<file path="src/rtl/xpmwrap_distram_fifo_ctrl.sv">
`default_nettype none
// ============================================================================
//  Module   : xpmwrap_distram_fifo_ctrl
//  Purpose  : Stream FIFO controller around a 2-cycle-latency dual-port
//             distributed RAM, with a 4-entry first-word-fall-through buffer.
//  Revision : 1.0
// ============================================================================
module xpmwrap_distram_fifo_ctrl #(
    parameter int ADDR_WIDTH = 6,
    parameter int DATA_WIDTH = 32
) (
    input  logic                  clka,
    input  logic                  rsta,
    input  logic [DATA_WIDTH-1:0] s_tdata,
    input  logic                  s_tvalid,
    output logic                  s_tready,
    output logic [DATA_WIDTH-1:0] m_tdata,
    output logic                  m_tvalid,
    input  logic                  m_tready,
    output logic [ADDR_WIDTH-1:0] ram_addra,
    output logic [DATA_WIDTH-1:0] ram_dina,
    output logic                  ram_wea,
    output logic                  ram_ena,
    output logic [ADDR_WIDTH-1:0] ram_addrb,
    output logic                  ram_enb,
    output logic                  ram_regceb,
    input  logic [DATA_WIDTH-1:0] ram_doutb,
    output logic [ADDR_WIDTH:0]   level,
    output logic                  empty
);

    localparam logic [ADDR_WIDTH:0] c_full_level = {1'b1, {ADDR_WIDTH{1'b0}}};
    localparam logic [ADDR_WIDTH:0] c_ptr_inc    = {{ADDR_WIDTH{1'b0}}, 1'b1};
    localparam logic [2:0]          c_ob_depth   = 3'd4;

    logic [ADDR_WIDTH:0]   r_wr_ptr;
    logic [ADDR_WIDTH:0]   r_rd_ptr;
    logic [1:0]            r_rd_vld;
    logic [DATA_WIDTH-1:0] r_ob_mem [4];
    logic [1:0]            r_ob_wp;
    logic [1:0]            r_ob_rp;
    logic [2:0]            r_ob_cnt;

    logic                  w_full;
    logic                  w_wr;
    logic                  w_rd;
    logic                  w_cap;
    logic                  w_pop;
    logic [2:0]            w_credit_used;

    assign level    = r_wr_ptr - r_rd_ptr;
    assign w_full   = (level == c_full_level);
    assign s_tready = !w_full && !rsta;
    assign w_wr     = s_tvalid && s_tready;

    assign ram_wea    = w_wr;
    assign ram_ena    = w_wr;
    assign ram_addra  = r_wr_ptr[ADDR_WIDTH-1:0];
    assign ram_dina   = s_tdata;
    assign ram_regceb = 1'b1;

    // Words in flight are counted against buffer space so a capture can never overflow it.
    assign w_credit_used = {2'b00, r_rd_vld[0]} + {2'b00, r_rd_vld[1]} + r_ob_cnt;
    assign w_rd          = (level != '0) && (w_credit_used < c_ob_depth) && !rsta;
    assign ram_enb       = w_rd;
    assign ram_addrb     = r_rd_ptr[ADDR_WIDTH-1:0];

    assign w_cap    = r_rd_vld[1];
    assign m_tvalid = (r_ob_cnt != 3'd0);
    assign m_tdata  = r_ob_mem[r_ob_rp];
    assign w_pop    = m_tvalid && m_tready;

    assign empty = (level == '0) && (r_rd_vld == 2'b00) && (r_ob_cnt == 3'd0);

    always_ff @(posedge clka) begin
        if (rsta) begin
            r_wr_ptr <= '0;
            r_rd_ptr <= '0;
            r_rd_vld <= 2'b00;
        end else begin
            if (w_wr) begin
                r_wr_ptr <= r_wr_ptr + c_ptr_inc;
            end
            if (w_rd) begin
                r_rd_ptr <= r_rd_ptr + c_ptr_inc;
            end
            r_rd_vld <= {r_rd_vld[0], w_rd};
        end
    end

    always_ff @(posedge clka) begin
        if (rsta) begin
            r_ob_wp  <= 2'd0;
            r_ob_rp  <= 2'd0;
            r_ob_cnt <= 3'd0;
        end else begin
            if (w_cap) begin
                r_ob_wp <= r_ob_wp + 2'd1;
            end
            if (w_pop) begin
                r_ob_rp <= r_ob_rp + 2'd1;
            end
            case ({w_cap, w_pop})
                2'b10:   r_ob_cnt <= r_ob_cnt + 3'd1;
                2'b01:   r_ob_cnt <= r_ob_cnt - 3'd1;
                default: r_ob_cnt <= r_ob_cnt;
            endcase
        end
    end

    // Buffer storage carries no reset; validity is tracked by the pointers alone.
    always_ff @(posedge clka) begin
        if (w_cap) begin
            r_ob_mem[r_ob_wp] <= ram_doutb;
        end
    end

endmodule
`default_nettype wire

</file>
<file path="config.mk">
export PLATFORM = sky130hd
export DESIGN_NAME = xpmwrap_distram_fifo_ctrl
export DESIGN_NICKNAME = d
export VERILOG_FILES = /design/src/rtl/xpmwrap_distram_fifo_ctrl.sv
export SDC_FILE = /design/constraint.sdc
export NUM_CORES = 1
export LEC_CHECK = 0
export ABC_AREA = 1
export CELL_PAD_IN_SITES_DETAIL_PLACEMENT = 1
export CELL_PAD_IN_SITES_GLOBAL_PLACEMENT = 2
export CORE_MARGIN = 8
export CORE_UTILIZATION = 29
export CTS_CLUSTER_SIZE = 24
export DETAILED_ROUTE_END_ITERATION = 8
export PLACE_DENSITY = 0.83
export SLEW_MARGIN = 20
export SYNTH_ARGS = -nofsm -noshare
export SYNTH_HDL_FRONTEND = slang
export SYNTH_SLANG_ARGS = --single-unit
export TNS_END_PERCENT = 10
</file>
<file path="constraint.sdc">
create_clock -name clka -period 2.5 [get_ports clka]
set_clock_uncertainty 0.05 [all_clocks]
set_input_delay 0.375 -clock clka [delete_from_list [all_inputs] [get_ports clka]]
set_output_delay 0.375 -clock clka [all_outputs]
set_load 0.01 [all_outputs]
</file>
==> qor.txt <==
antenna cell count: 0
core area: 22,700 µm²
run status: complete, but fails checks
Worst-Margin Slew: 0.527 ns
Area growth syn-to-layout: 29.4%
Syn Area/Cell: 11.1 µm²
DR pass1 iterations: 4
first-pass GRT wire length: 26.3 mm
Distinct cells, synth: 31
total wire length: 16.7 mm
setup tns final: -1.66 ns
fraction of layout cells with a size suffix above 1: 18.4%
clk root buf: clkbuf_16
leakage: 3.32 nW
VDD IR max: 0.374 mV
Wirelength per Cell: 16.7 µm
largest net degree at the start of global routing: 65
WHS: 0.419 ns
initial antenna violation count: 1
period utilisation layout: 114%
CTS Buf Count: 17
CTS clock-pin slew for the worst setup and hold paths: 0.07 ns
Post-layout nets: 784
CP Launch Type: flop
HP Class: flop to flop
Max Cap Violations: 0
residual DRC count: 0
pwr dens: 980 nW/µm²
Ports: 158
R2R Path Start: r_wr_ptr[0]$_SDFFE_PP0P_
WP data required: 2.08 ns
HP Start: r_ob_rp[1]$_SDFFE_PP0N_
HPWL after detailed placement: 11.0 mm
vias in the first global route: 4,943
RSZ-0062 raised after global routing: true
Worst EP arrival: 2.41 ns
die area: 28,300 µm²
Remaining Overflow, GRT: 0
clock sinks: 153
initial DRC count: 198
RePlAce Congestion: 0.745
Clock Latency Late Sink: 0.42 ns
Worst Setup Path Type: flop to output pin
overall global routing resource usage: 11.9%
max-slew violations: 0
final design utilization: 38.3%
met3 WL post-DR: 806 µm
Top Layer Used: met5
Die W: 168 µm
H-Tree Depth: 4
vias per inst: 4.64
WL met1: 7.26 mm
Starting Density: 29.6%
FP Rows: 55
total number of vias: 4,631
Post-Place Setup Slack: -0.320 ns
crit path capture type: output pin
Critical path origin: r_wr_ptr[0]$_SDFFE_PP0P_
final setup margin: -0.340 ns
ANT nets after route: 0
Final Hold Viols: 0
Port Buf Inserts: 92
hold buffer count at cts: 0
flops & latches, synth: 153
Slew Limit Headroom: 64.9%
Final setup violation count: 7
crit-path max FO: 2
Die H: 168 µm
metal2 WL: 8.38 mm
Max clock buf depth: 2
yosys warns: 0
CTS tree: done
post-synth net total: 689
minimum clock period: 2.84 ns
failing checks: negative setup slack
mapped cell area: 6720 µm²
Mapped Cells: 605
Seq/Total Area, Yosys: 64.6%
Peak Freq: 352 MHz
[report_power, final]
group	internal [W]	switching (W)
sequential	0.00300	0.0000960
clock	0.00141	0.00112
combinational	0.00130	0.00159
total	0.00572	0.00280
[synthesized netlist by cell type (all sizes together)]
| cell | number | area, µm² |
|---|---|---|
| conb | 1 | 3.75 |
| clkbuf | 17 | 63.8 |
| clkinv | 1 | 3.75 |
| inv | 47 | 176 |
| or2 | 1 | 6.26 |
| buf | 50 | 363 |
| o21ai | 73 | 365 |
| o22ai | 32 | 200 |
| ha | 14 | 175 |
| xnor2 | 1 | 8.76 |
| nand4 | 5 | 31.3 |
| a21oi | 15 | 82.6 |
| fa | 2 | 40.0 |
| nor4 | 4 | 25.0 |
| nand2 | 71 | 284 |
| nor3 | 3 | 15.0 |
| nor2 | 92 | 358 |
| nand3 | 22 | 158 |
| edfxtp | 128 | 3840 |
| dfxtp | 25 | 500 |
| xor2 | 1 | 16.3 |
[final cells by class]
cell class	count	area (µm²)
sequential	153	4350
clock buffer	17	425
fill	2484	14000
timing repair buffer	143	1360
tap	285	357
clock inverter	15	158
multi-input combinational	337	1860
inverter	48	185
[cell families after synthesis]
logic type / count (synthesis) / share of synthesized area [%]
fa+ha+maj: 16 / 3.20
flops: 153 / 64.6
buf+inv: 115 / 9.03
simple gates: 198 / 13.1
compound gates: 120 / 9.64
xor+xnor: 2 / 0.372
other cells: 1 / 0.0558
[metrics by stage]
step,std cells,instance area (µm²),total power (W)
after floorplan,605,6750,0.00463
after global placement,961,7980,0.00603
after detailed placement,961,7980,0.00608
after CTS,996,8610,0.00866
after global routing,998,8690,0.00899
final,998,8690,0.00852
[path summary, 6_finish.rpt]
kind / endpoint / slack [ns] / cells past startpoint
worst min-delay path: flop / 0.42 / 2
worst max-delay path: ram_enb / -0.34 / 13
worst max register to register: r_rd_ptr[4]$_SDFFE_PP0P_ / 0.13 / 15
worst min register to register: flop / 0.42 / 2
[registers in the layout (all words and copies together), names as in the netlist, named ones only]
register,flops
r_rd_ptr,7
r_wr_ptr,7
r_ob_cnt,3
r_ob_mem,128
r_ob_wp,2
r_rd_vld,2
r_ob_rp,2
[placed cells by master (no fill, tap or decap), drive strengths merged]
cell type and count:
ha 14, o21ai 73, conb 1, inv 55, bufinv 1, dfxtp 25, a21oi 15, clkinv 5
clkdlybuf4s50 68, buf 59, nor2 92, dlygate4sd2 2, edfxtp 128, xnor2 1, nand3 22, nand4 5
dlymetal6s2s 12, nand2 71, o22ai 32, clkinvlp 2, xor2 1, nor4 4, clkbuf 19, fa 2
nor3 3, or2 1
[critical path, cell delays in order, from the launching register on]
cell and delay, ns:
dfxtp_2 0.33, inv_2 0.05, ha_4 0.15, inv_4 0.05, fa_2 0.42, or2_1 0.24, nor2_2 0.09, nand3_2 0.08
nor2_4 0.13, nand3_4 0.10, buf_6 0.13, nand2_4 0.05, nor2_2 0.03, buf_2 0.13
[per-layer routing]
| metal | track usage, % | up-vias |
|---|---|---|
| met3 | 3.60 | 17 |
| met2 | 21.1 | 100 |
| met1 | 13.3 | 2267 |
| li1 | - | 2245 |
| met5 | 0 | - |
| met4 | 3.96 | 2 |
[timing repair]
action / 4_1_cts / 5_1_grt
buffers inserted: 3 / 2
gates resized for setup: 39 / 28
endpoints found under the setup margin: 22 / 26
pin swaps: 5 / 1
No activity file was read; power rests on OpenSTA's default activity.
